==> config.mk <==
export PLATFORM = sky130hd
export DESIGN_NAME = memory_stage
export DESIGN_NICKNAME = d
export VERILOG_FILES = /design/src/rtl/memory_stage.sv
export SDC_FILE = /design/constraint.sdc
export NUM_CORES = 1
export LEC_CHECK = 0
export BUFFER_PORTS_ARGS = -buffer_cell sky130_fd_sc_hd__buf_2
export CELL_PAD_IN_SITES_DETAIL_PLACEMENT = 0
export CELL_PAD_IN_SITES_GLOBAL_PLACEMENT = 1
export CORE_ASPECT_RATIO = 0.9
export CORE_MARGIN = 2
export CORE_UTILIZATION = 40
export CTS_CLUSTER_DIAMETER = 200
export CTS_CLUSTER_SIZE = 12
export DETAILED_ROUTE_END_ITERATION = 8
export PLACE_DENSITY_LB_ADDON = 0.08
export REMOVE_ABC_BUFFERS = 1
export SETUP_SLACK_MARGIN = 0.1
export SYNTH_ARGS = -nofsm -noshare
export SYNTH_HDL_FRONTEND = slang
export SYNTH_SLANG_ARGS = --single-unit
==> constraint.sdc <==
create_clock -name clk -period 2.6 [get_ports clk]
set_input_delay 0.26 -clock clk [delete_from_list [all_inputs] [get_ports clk]]
set_output_delay 0.26 -clock clk [all_outputs]
set_load 0.05 [all_outputs]
==> src/rtl/memory_stage.sv <==
// memory_stage: pipeline stage between execute and writeback.
// Accepts one execute bundle per cycle. Non-memory results and misaligned
// accesses pass straight to the registered writeback bundle. Aligned
// loads and stores issue a single request on the data bus and hold the
// upstream pipeline until the response arrives.
module memory_stage #(
    parameter int unsigned XLEN    = 64,
    parameter int unsigned REGADDR = 5
) (
    input  logic               clk,
    input  logic               reset,
    // execute bundle
    input  logic               in_en,
    input  logic               in_mem_read,
    input  logic               in_mem_write,
    input  logic [1:0]         in_msize,
    input  logic               in_unsigned,
    input  logic [XLEN-1:0]    in_addr,
    input  logic [XLEN-1:0]    in_wdata,
    input  logic [REGADDR-1:0] in_dst,
    input  logic               in_wb_en,
    input  logic [XLEN-1:0]    in_pc,
    output logic               in_ready,
    // data bus
    output logic               dreq_valid,
    output logic [XLEN-1:0]    dreq_addr,
    output logic [7:0]         dreq_strobe,
    output logic [XLEN-1:0]    dreq_wdata,
    input  logic               dresp_data_ok,
    input  logic [XLEN-1:0]    dresp_data,
    // writeback bundle
    input  logic               out_ready,
    output logic               out_en,
    output logic [XLEN-1:0]    out_result,
    output logic [REGADDR-1:0] out_dst,
    output logic               out_wb_en,
    output logic [XLEN-1:0]    out_pc,
    output logic               out_misaligned
);

    typedef enum logic {
        ST_IDLE,
        ST_WAIT
    } state_t;

    typedef enum logic [1:0] {
        SZ_BYTE  = 2'd0,
        SZ_HALF  = 2'd1,
        SZ_WORD  = 2'd2,
        SZ_DWORD = 2'd3
    } size_t;

    state_t               state;

    // Attributes of the outstanding access, needed to shape the response
    logic [2:0]           req_off;
    size_t                req_size;
    logic                 req_unsigned;
    logic                 req_store;
    logic [REGADDR-1:0]   req_dst;
    logic                 req_wb_en;
    logic [XLEN-1:0]      req_pc;

    logic                 slot_free;
    logic                 is_mem;
    logic                 misaligned;
    logic [2:0]           off;
    size_t                size;
    logic [7:0]           size_mask;
    logic [XLEN-1:0]      shifted;
    logic [XLEN-1:0]      load_value;

    // Handshake: ready only with no access outstanding and a free output slot
    always_comb begin
        slot_free = !out_en || out_ready;
        in_ready  = (state == ST_IDLE) && slot_free;
    end

    // Decode of the incoming bundle: access size, lane offset, alignment
    always_comb begin
        is_mem    = in_mem_read || in_mem_write;
        off       = in_addr[2:0];
        size      = size_t'(in_msize);
        size_mask = 8'h00;
        misaligned = 1'b0;
        case (size)
            SZ_BYTE: begin
                size_mask  = 8'h01;
                misaligned = 1'b0;
            end
            SZ_HALF: begin
                size_mask  = 8'h03;
                misaligned = off[0];
            end
            SZ_WORD: begin
                size_mask  = 8'h0F;
                misaligned = |off[1:0];
            end
            SZ_DWORD: begin
                size_mask  = 8'hFF;
                misaligned = |off;
            end
            default: begin
                size_mask  = 8'h00;
                misaligned = 1'b0;
            end
        endcase
    end

    // Load data: move the addressed lane to bit 0, then truncate and extend
    always_comb begin
        shifted    = dresp_data >> {req_off, 3'b000};
        load_value = shifted;
        case (req_size)
            SZ_BYTE: load_value = req_unsigned
                ? {{(XLEN-8){1'b0}}, shifted[7:0]}
                : {{(XLEN-8){shifted[7]}}, shifted[7:0]};
            SZ_HALF: load_value = req_unsigned
                ? {{(XLEN-16){1'b0}}, shifted[15:0]}
                : {{(XLEN-16){shifted[15]}}, shifted[15:0]};
            SZ_WORD: load_value = req_unsigned
                ? {{(XLEN-32){1'b0}}, shifted[31:0]}
                : {{(XLEN-32){shifted[31]}}, shifted[31:0]};
            SZ_DWORD: load_value = shifted;
            default:  load_value = shifted;
        endcase
    end

    // Stage control: accept bundles, run the bus request, fill the output slot
    always_ff @(posedge clk or negedge reset) begin
        if (!reset) begin
            state          <= ST_IDLE;
            req_off        <= '0;
            req_size       <= SZ_BYTE;
            req_unsigned   <= 1'b0;
            req_store      <= 1'b0;
            req_dst        <= '0;
            req_wb_en      <= 1'b0;
            req_pc         <= '0;
            dreq_valid     <= 1'b0;
            dreq_addr      <= '0;
            dreq_strobe    <= '0;
            dreq_wdata     <= '0;
            out_en         <= 1'b0;
            out_result     <= '0;
            out_dst        <= '0;
            out_wb_en      <= 1'b0;
            out_pc         <= '0;
            out_misaligned <= 1'b0;
        end else begin
            case (state)
                ST_IDLE: begin
                    // A stalled output slot freezes everything, including the bundle
                    if (slot_free) begin
                        if (!in_en) begin
                            out_en <= 1'b0;
                        end else if (!is_mem) begin
                            out_en         <= 1'b1;
                            out_result     <= in_addr;
                            out_dst        <= in_dst;
                            out_wb_en      <= in_wb_en;
                            out_pc         <= in_pc;
                            out_misaligned <= 1'b0;
                        end else if (misaligned) begin
                            out_en         <= 1'b1;
                            out_result     <= '0;
                            out_dst        <= in_dst;
                            out_wb_en      <= 1'b0;
                            out_pc         <= in_pc;
                            out_misaligned <= 1'b1;
                        end else begin
                            out_en       <= 1'b0;
                            state        <= ST_WAIT;
                            dreq_valid   <= 1'b1;
                            dreq_addr    <= {in_addr[XLEN-1:3], 3'b000};
                            dreq_strobe  <= in_mem_write ? (size_mask << off) : 8'h00;
                            dreq_wdata   <= in_wdata << {off, 3'b000};
                            req_off      <= off;
                            req_size     <= size;
                            req_unsigned <= in_unsigned;
                            req_store    <= in_mem_write;
                            req_dst      <= in_dst;
                            req_wb_en    <= in_wb_en;
                            req_pc       <= in_pc;
                        end
                    end
                end
                ST_WAIT: begin
                    // The output slot is always empty here: it was cleared on issue
                    if (dresp_data_ok) begin
                        state          <= ST_IDLE;
                        dreq_valid     <= 1'b0;
                        out_en         <= 1'b1;
                        out_result     <= req_store ? '0 : load_value;
                        out_dst        <= req_dst;
                        out_wb_en      <= req_store ? 1'b0 : req_wb_en;
                        out_pc         <= req_pc;
                        out_misaligned <= 1'b0;
                    end
                end
                default: state <= ST_IDLE;
            endcase
        end
    end

endmodule
Word-level counts from Yosys, hierarchy flattened
Cells that the tools add are included.

Equal/unequal tests: 12. Multiplexer cells: 56. Shifts and indexed selects: 3. Bitwise logic cells: 2. Reductions and logical operators: 12.

Operator list (number): 2-to-1 mux 64 bit (14); one-hot mux 64 bit (2 select lines) (2); one-hot mux 64 bit (4 select lines) (1); << shifter 64 x 6 -> 64 bit (1); >> shifter 64 x 6 -> 64 bit (1); one-hot mux 8 bit (4 select lines) (1); 2-to-1 mux 1 bit (25); 2-to-1 mux 5 bit (5); inequality test 2 bit, second input constant (5); one-hot mux 1 bit (2 select lines) (5); one-hot mux 5 bit (2 select lines) (1); AND reduction 5 bit (2); equality test 2 bit, second input constant (4); 2-to-1 mux 8 bit (1); << shifter 8 x 3 -> 8 bit (1); equality test 2 x 1 -> 1 bit, second input constant (2); logical NOT 2 bit (2); one-hot mux 1 bit (4 select lines) (1); AND reduction 4 bit (1); inequality test 3 bit, second input constant (1); OR reduction 3 bit (1); logical OR 1 bit (2); inverter 1 bit (2); AND reduction 2 bit (1); 3 further kinds (3).

Register bits: 348.

Depth between registers and ports, before layout
Depth after elaboration: 7. Mapped depth: 10. Mapped depth without buffers: 5.

Least setup slack after synthesis
No wires, ideal clock.

Kind: register -> register. Start: register out_en. End: register dreq_addr[24]. Buffers on the path: 3. Clock period less this slack: 2.254 ns. Required time: 2.475 ns. Arrival: 2.129 ns. Cell stages (with the launch flop): 8. Setup slack: 0.346 ns. Cell sequence: dfrtp_1 > nor2b_1 > nor3b_2 > or3b_1 > buf_2 > buf_6 > buf_6 > mux2_4.

Cells in the longest elaborated chain, start to end: 3.

Ends and longest elaborated chain: from (decl) (RTL line 33) `output logic out_en,`; from (signal assigned) (RTL line 144) `out_en <= 1'b0;`; from (signal assigned) (RTL line 156) `out_en <= 1'b0;`; from (signal assigned) (RTL line 158) `out_en <= 1'b1;`; logical NOT 1 bit (RTL line 75) `slot_free = !out_en || out_ready;`; logical OR 1 bit (RTL line 75); AND reduction 5 bit (no line); to (signal assigned) (RTL line 175) `dreq_addr <= {in_addr[XLEN-1:3], 3'b000};`; to (decl) (RTL line 26) `output logic [XLEN-1:0] dreq_addr,`.

No other way between the ends. A chain may end at the register's enable or synchronous reset.

Worst setup path in the final report
Start: register req_off[0]. End: register out_result[39].

Cells in the longest elaborated chain, start to end: 6. Elaborated cells on any way between the ends: 8.

Ends and longest elaborated chain: from (decl) (RTL line 56) `logic [2:0] req_off;`; from (signal assigned) (RTL line 133) `req_off <= '0;`; from (signal assigned) (RTL line 178) `req_off <= off;`; >> shifter 64 x 6 -> 64 bit * (RTL line 112) `shifted = dresp_data >> {req_off, 3'b000};`; 2-to-1 mux 64 bit, on equally long branches (RTL line 122, 116, 119); one-hot mux 64 bit (4 select lines) * (RTL line 114) `case (req_size)`; 2-to-1 mux 64 bit * (RTL line 194) `out_result <= req_store ? '0 : load_value;`; 2-to-1 mux 64 bit * (RTL line 190) `if (dresp_data_ok) begin`; one-hot mux 64 bit (2 select lines) * (RTL line 151) `case (state)`; to (signal assigned) (RTL line 159) `out_result <= in_addr;`; to (signal assigned) (RTL line 194); to (decl) (RTL line 34) `output logic [XLEN-1:0] out_result,`.

Every way passes the cells marked *; elsewhere a longest branch is shown, timed or not. The select of a mux whose other input is x is not followed.

==> impl_metrics.json <==
{
  "outcome": "completed",
  "drt_iter0_drc": 814,
  "cts_tree": "yes",
  "cts_buffer_depth": 3,
  "yosysTopAreaCell": "dfrtp_1",
  "drc": 0,
  "hold_viol": 0,
  "synthArstFlopShare_pct": 100,
  "slowest_delay_ns": 0.57,
  "dp_hpwl_microns": 44900,
  "cts_num_sinks": 348,
  "critPathLaunchType": "register",
  "grt_max_degree": 95,
  "synth.distinct_cells": 52,
  "synth_top_area_share_pct": 48.2,
  "cts_max_level": 2,
  "p_leak_uw": 0.0114,
  "routed_via_density": 5.26,
  "wl_per_cell_microns": 21.8,
  "ys_ff_latch": 348,
  "grt-ovfl-total": 0,
  "fillers": 4137,
  "rsz0062_at_grt": "true",
  "rows": 73,
  "critical_path.endpoint_type": "register",
  "p_int_uw": 14100,
  "syn_avg_cell_area_sq_um": 10.7,
  "synth_warnings": 0,
  "drt_pass1_iterations": 5,
  "fin_setup_tns_ns": 0,
  "cp_max_fo": 16,
  "max_slew_margin_pct": 30.7,
  "nets": 2574,
  "path_clk_slew_ns": 0.07,
  "die_height_microns": 206,
  "p_comb_share_pct": 51.6,
  "preCtsSetupSlack_ns": 0.0932,
  "grt_first_pass_wirelength_microns": 95900,
  "ant_nets": 0,
  "finalCritPeriodShare_pct": 93.6,
  "antenna_found_initial": 14,
  "worst_pin_slew_ns": 1.03,
  "finalClockSkew_ns": 0.0267,
  "layout_common_cells": "buf_2 (540), dfrtp_1 (345), nand2_1 (207), mux2i_1 (157)",
  "min_path_type": "in2reg",
  "syn_inst": 1682,
  "fin_cells": 2913,
  "drv_cap": 0,
  "cts_setup_buffers": 0,
  "p_seq_share_pct": 31.8,
  "routed_wl_microns": 63600,
  "final_util_pct": 53.4,
  "root_buffer": "clkbuf_16",
  "die-area_sq_mm": 0.0469,
  "required_ns": 3.02,
  "crit_path_cell_trace": "mux4_2 > a21oi_1 > nor3_4 > a311oi_1 > o22ai_1",
  "ir_worst_vdd_mv": 0.532,
  "sw_frac_of_total_pct": 48.2,
  "synth_edf_count": 0,
  "gp_congestion": 0.880,
  "final_common_cell": "buf_2",
  "final_max_slew_viol_count": 0,
  "gr-usage-all-layers_pct": 26.5,
  "area_delta_synth_final_pct": 31.0,
  "numCtsBuffers": 34,
  "regArea_sq_mm": 0.00871,
  "pin_count": 546,
  "io_buffers": 542,
  "numPlacedInstances": 2726,
  "seq_area_frac_synth_pct": 48.2,
  "multi_input_area_sq_mm": 0.00862,
  "crit_type": "reg2reg",
  "ys_top_cells_by_area": "dfrtp_1 (48%), mux2_4 (9.6%), mux2i_1 (8.7%), nand2_1 (4.3%), o21ai_0 (3.8%)",
  "setup_viol": 0,
  "power_frac_clock_pct": 16.6,
  "grt_pass1_vias": 15700,
  "insertion_delay_ns": 0.55,
  "worstPathArrival_ns": 2.85,
  "worst_slack_ns": 0.166,
  "vias": 15300,
  "core_area_sq_mm": 0.0444,
  "drive_gt1_share_pct": 36.6,
  "slowest_stage": "a21oi_1",
  "powerDensity_mw_per_mm2": 1150,
  "switchingPower_uw": 13100,
  "hold_slack_ns": 0.0364,
  "period_needed_ns": 2.43,
  "fmax_mhz": 411,
  "synth_ff_type": "dfrtp_1",
  "die_w_microns": 228,
  "initial_core_util_pct": 40.7,
  "syn-cell-area_sq_mm": 0.0181
}
==> metal layers <==
layer	vias to the layer above	track usage [%]	part of all wire (%)
met4	12	9.10	3.2
met5	-	0	0.11
li1	7218	-	-
met3	111	7.54	7.0
met2	473	43.8	48
met1	7516	33.5	42
==> critical path, delay by kind of cell, from the launching register on <==
family	cells	cell delay [ns]
AND/OR/NAND/NOR	1	0.26
AO/OA/AOI/OAI	3	1.00
flip-flops	1	0.51
multiplexers	1	0.54
==> cells in the mapped netlist (all sizes together), types with 9 or more instances <==
master and n:
clkbuf 66, nor2b 10, mux2i 157, nor2 132
a32oi 9, nand2b 17, buf 82, mux2 175
o21ai 140, dfrtp 348, nand2 207, or2 9
a211oi 23, o31ai 27, a21oi 117, o22a 16
mux4 13, o22ai 40, nor3 25
==> area by class of cell <==
| cell class | instances | area share (%) |
|---|---|---|
| Inverter | 7 | 0.111 |
| Clock buffer | 38 | 3.75 |
| Tap cell | 600 | 3.17 |
| Sequential cell | 348 | 36.8 |
| Multi-Input combinational cell | 1183 | 36.4 |
| Antenna cell | 8 | 0.0845 |
| Clock inverter | 1 | 0.0370 |
| Timing Repair Buffer | 728 | 19.7 |
==> power groups by stage <==
| stage | clock network (uW) | registers (uW) | logic, uW |
|---|---|---|---|
| floorplan | 0 | 14300 | 4580 |
| global placement | 0 | 8600 | 13800 |
| detailed placement | 0 | 8690 | 13900 |
| CTS | 4640 | 8630 | 14100 |
| global route | 4880 | 8910 | 14800 |
| finish | 4510 | 8650 | 14000 |
==> timing repair <==
item | CTS | global route
gates resized for setup | 0 | 1
pin swaps | 0 | 0
endpoints found under the hold margin | 219 | 1
endpoints found under the setup margin | 2 | 40
hold buffers | 137 | 1
gates cloned | 0 | 2
==> cell families (layout without fill, tap and decap cells) <==
kind of cell	Yosys count	in the layout	share of synthesized area, %
other cells	1	11	0.0207
flops	348	348	48.2
compound gates	417	417	14.1
simple gates	416	418	9.62
mux	345	345	23.6
buf+inv	155	774	4.50
==> sequential cells by signal, indices dropped and copies added (netlist names), 2 cells and up <==
| register | flops |
|---|---|
| req_size | 2 |
| req_off | 3 |
| out_dst | 5 |
| req_pc | 64 |
| dreq_wdata | 64 |
| out_result | 64 |
| out_pc | 64 |
| req_dst | 5 |
| dreq_strobe | 8 |
| dreq_addr | 61 |
==> path summary, 6_finish.rpt <==
check                            startpoint        endpoint  slack, ns  cells past startpoint
max in group asynchronous             reset   dreq_addr[51]       1.39                      3
worst max-delay path             req_off[0]  out_result[39]       0.17                      5
min in group asynchronous             reset      req_pc[42]       0.36                      2
worst min-delay path            in_addr[49]   dreq_addr[49]       0.04                      2
worst min register to register   out_pc[35]      out_pc[35]       0.47                      2
worst max register to register   req_off[0]  out_result[39]       0.17                      5
==> through the flow <==
| step | instance area [sq um] | power (uW) |
|---|---|---|
| after floorplan | 17300 | 18900 |
| final | 23700 | 27200 |
| after global placement | 21400 | 22400 |
| after global routing | 23700 | 28600 |
| after detailed placement | 21400 | 22600 |
| after CTS | 23600 | 27400 |
Note: power is estimated with default switching activity, not from simulation.
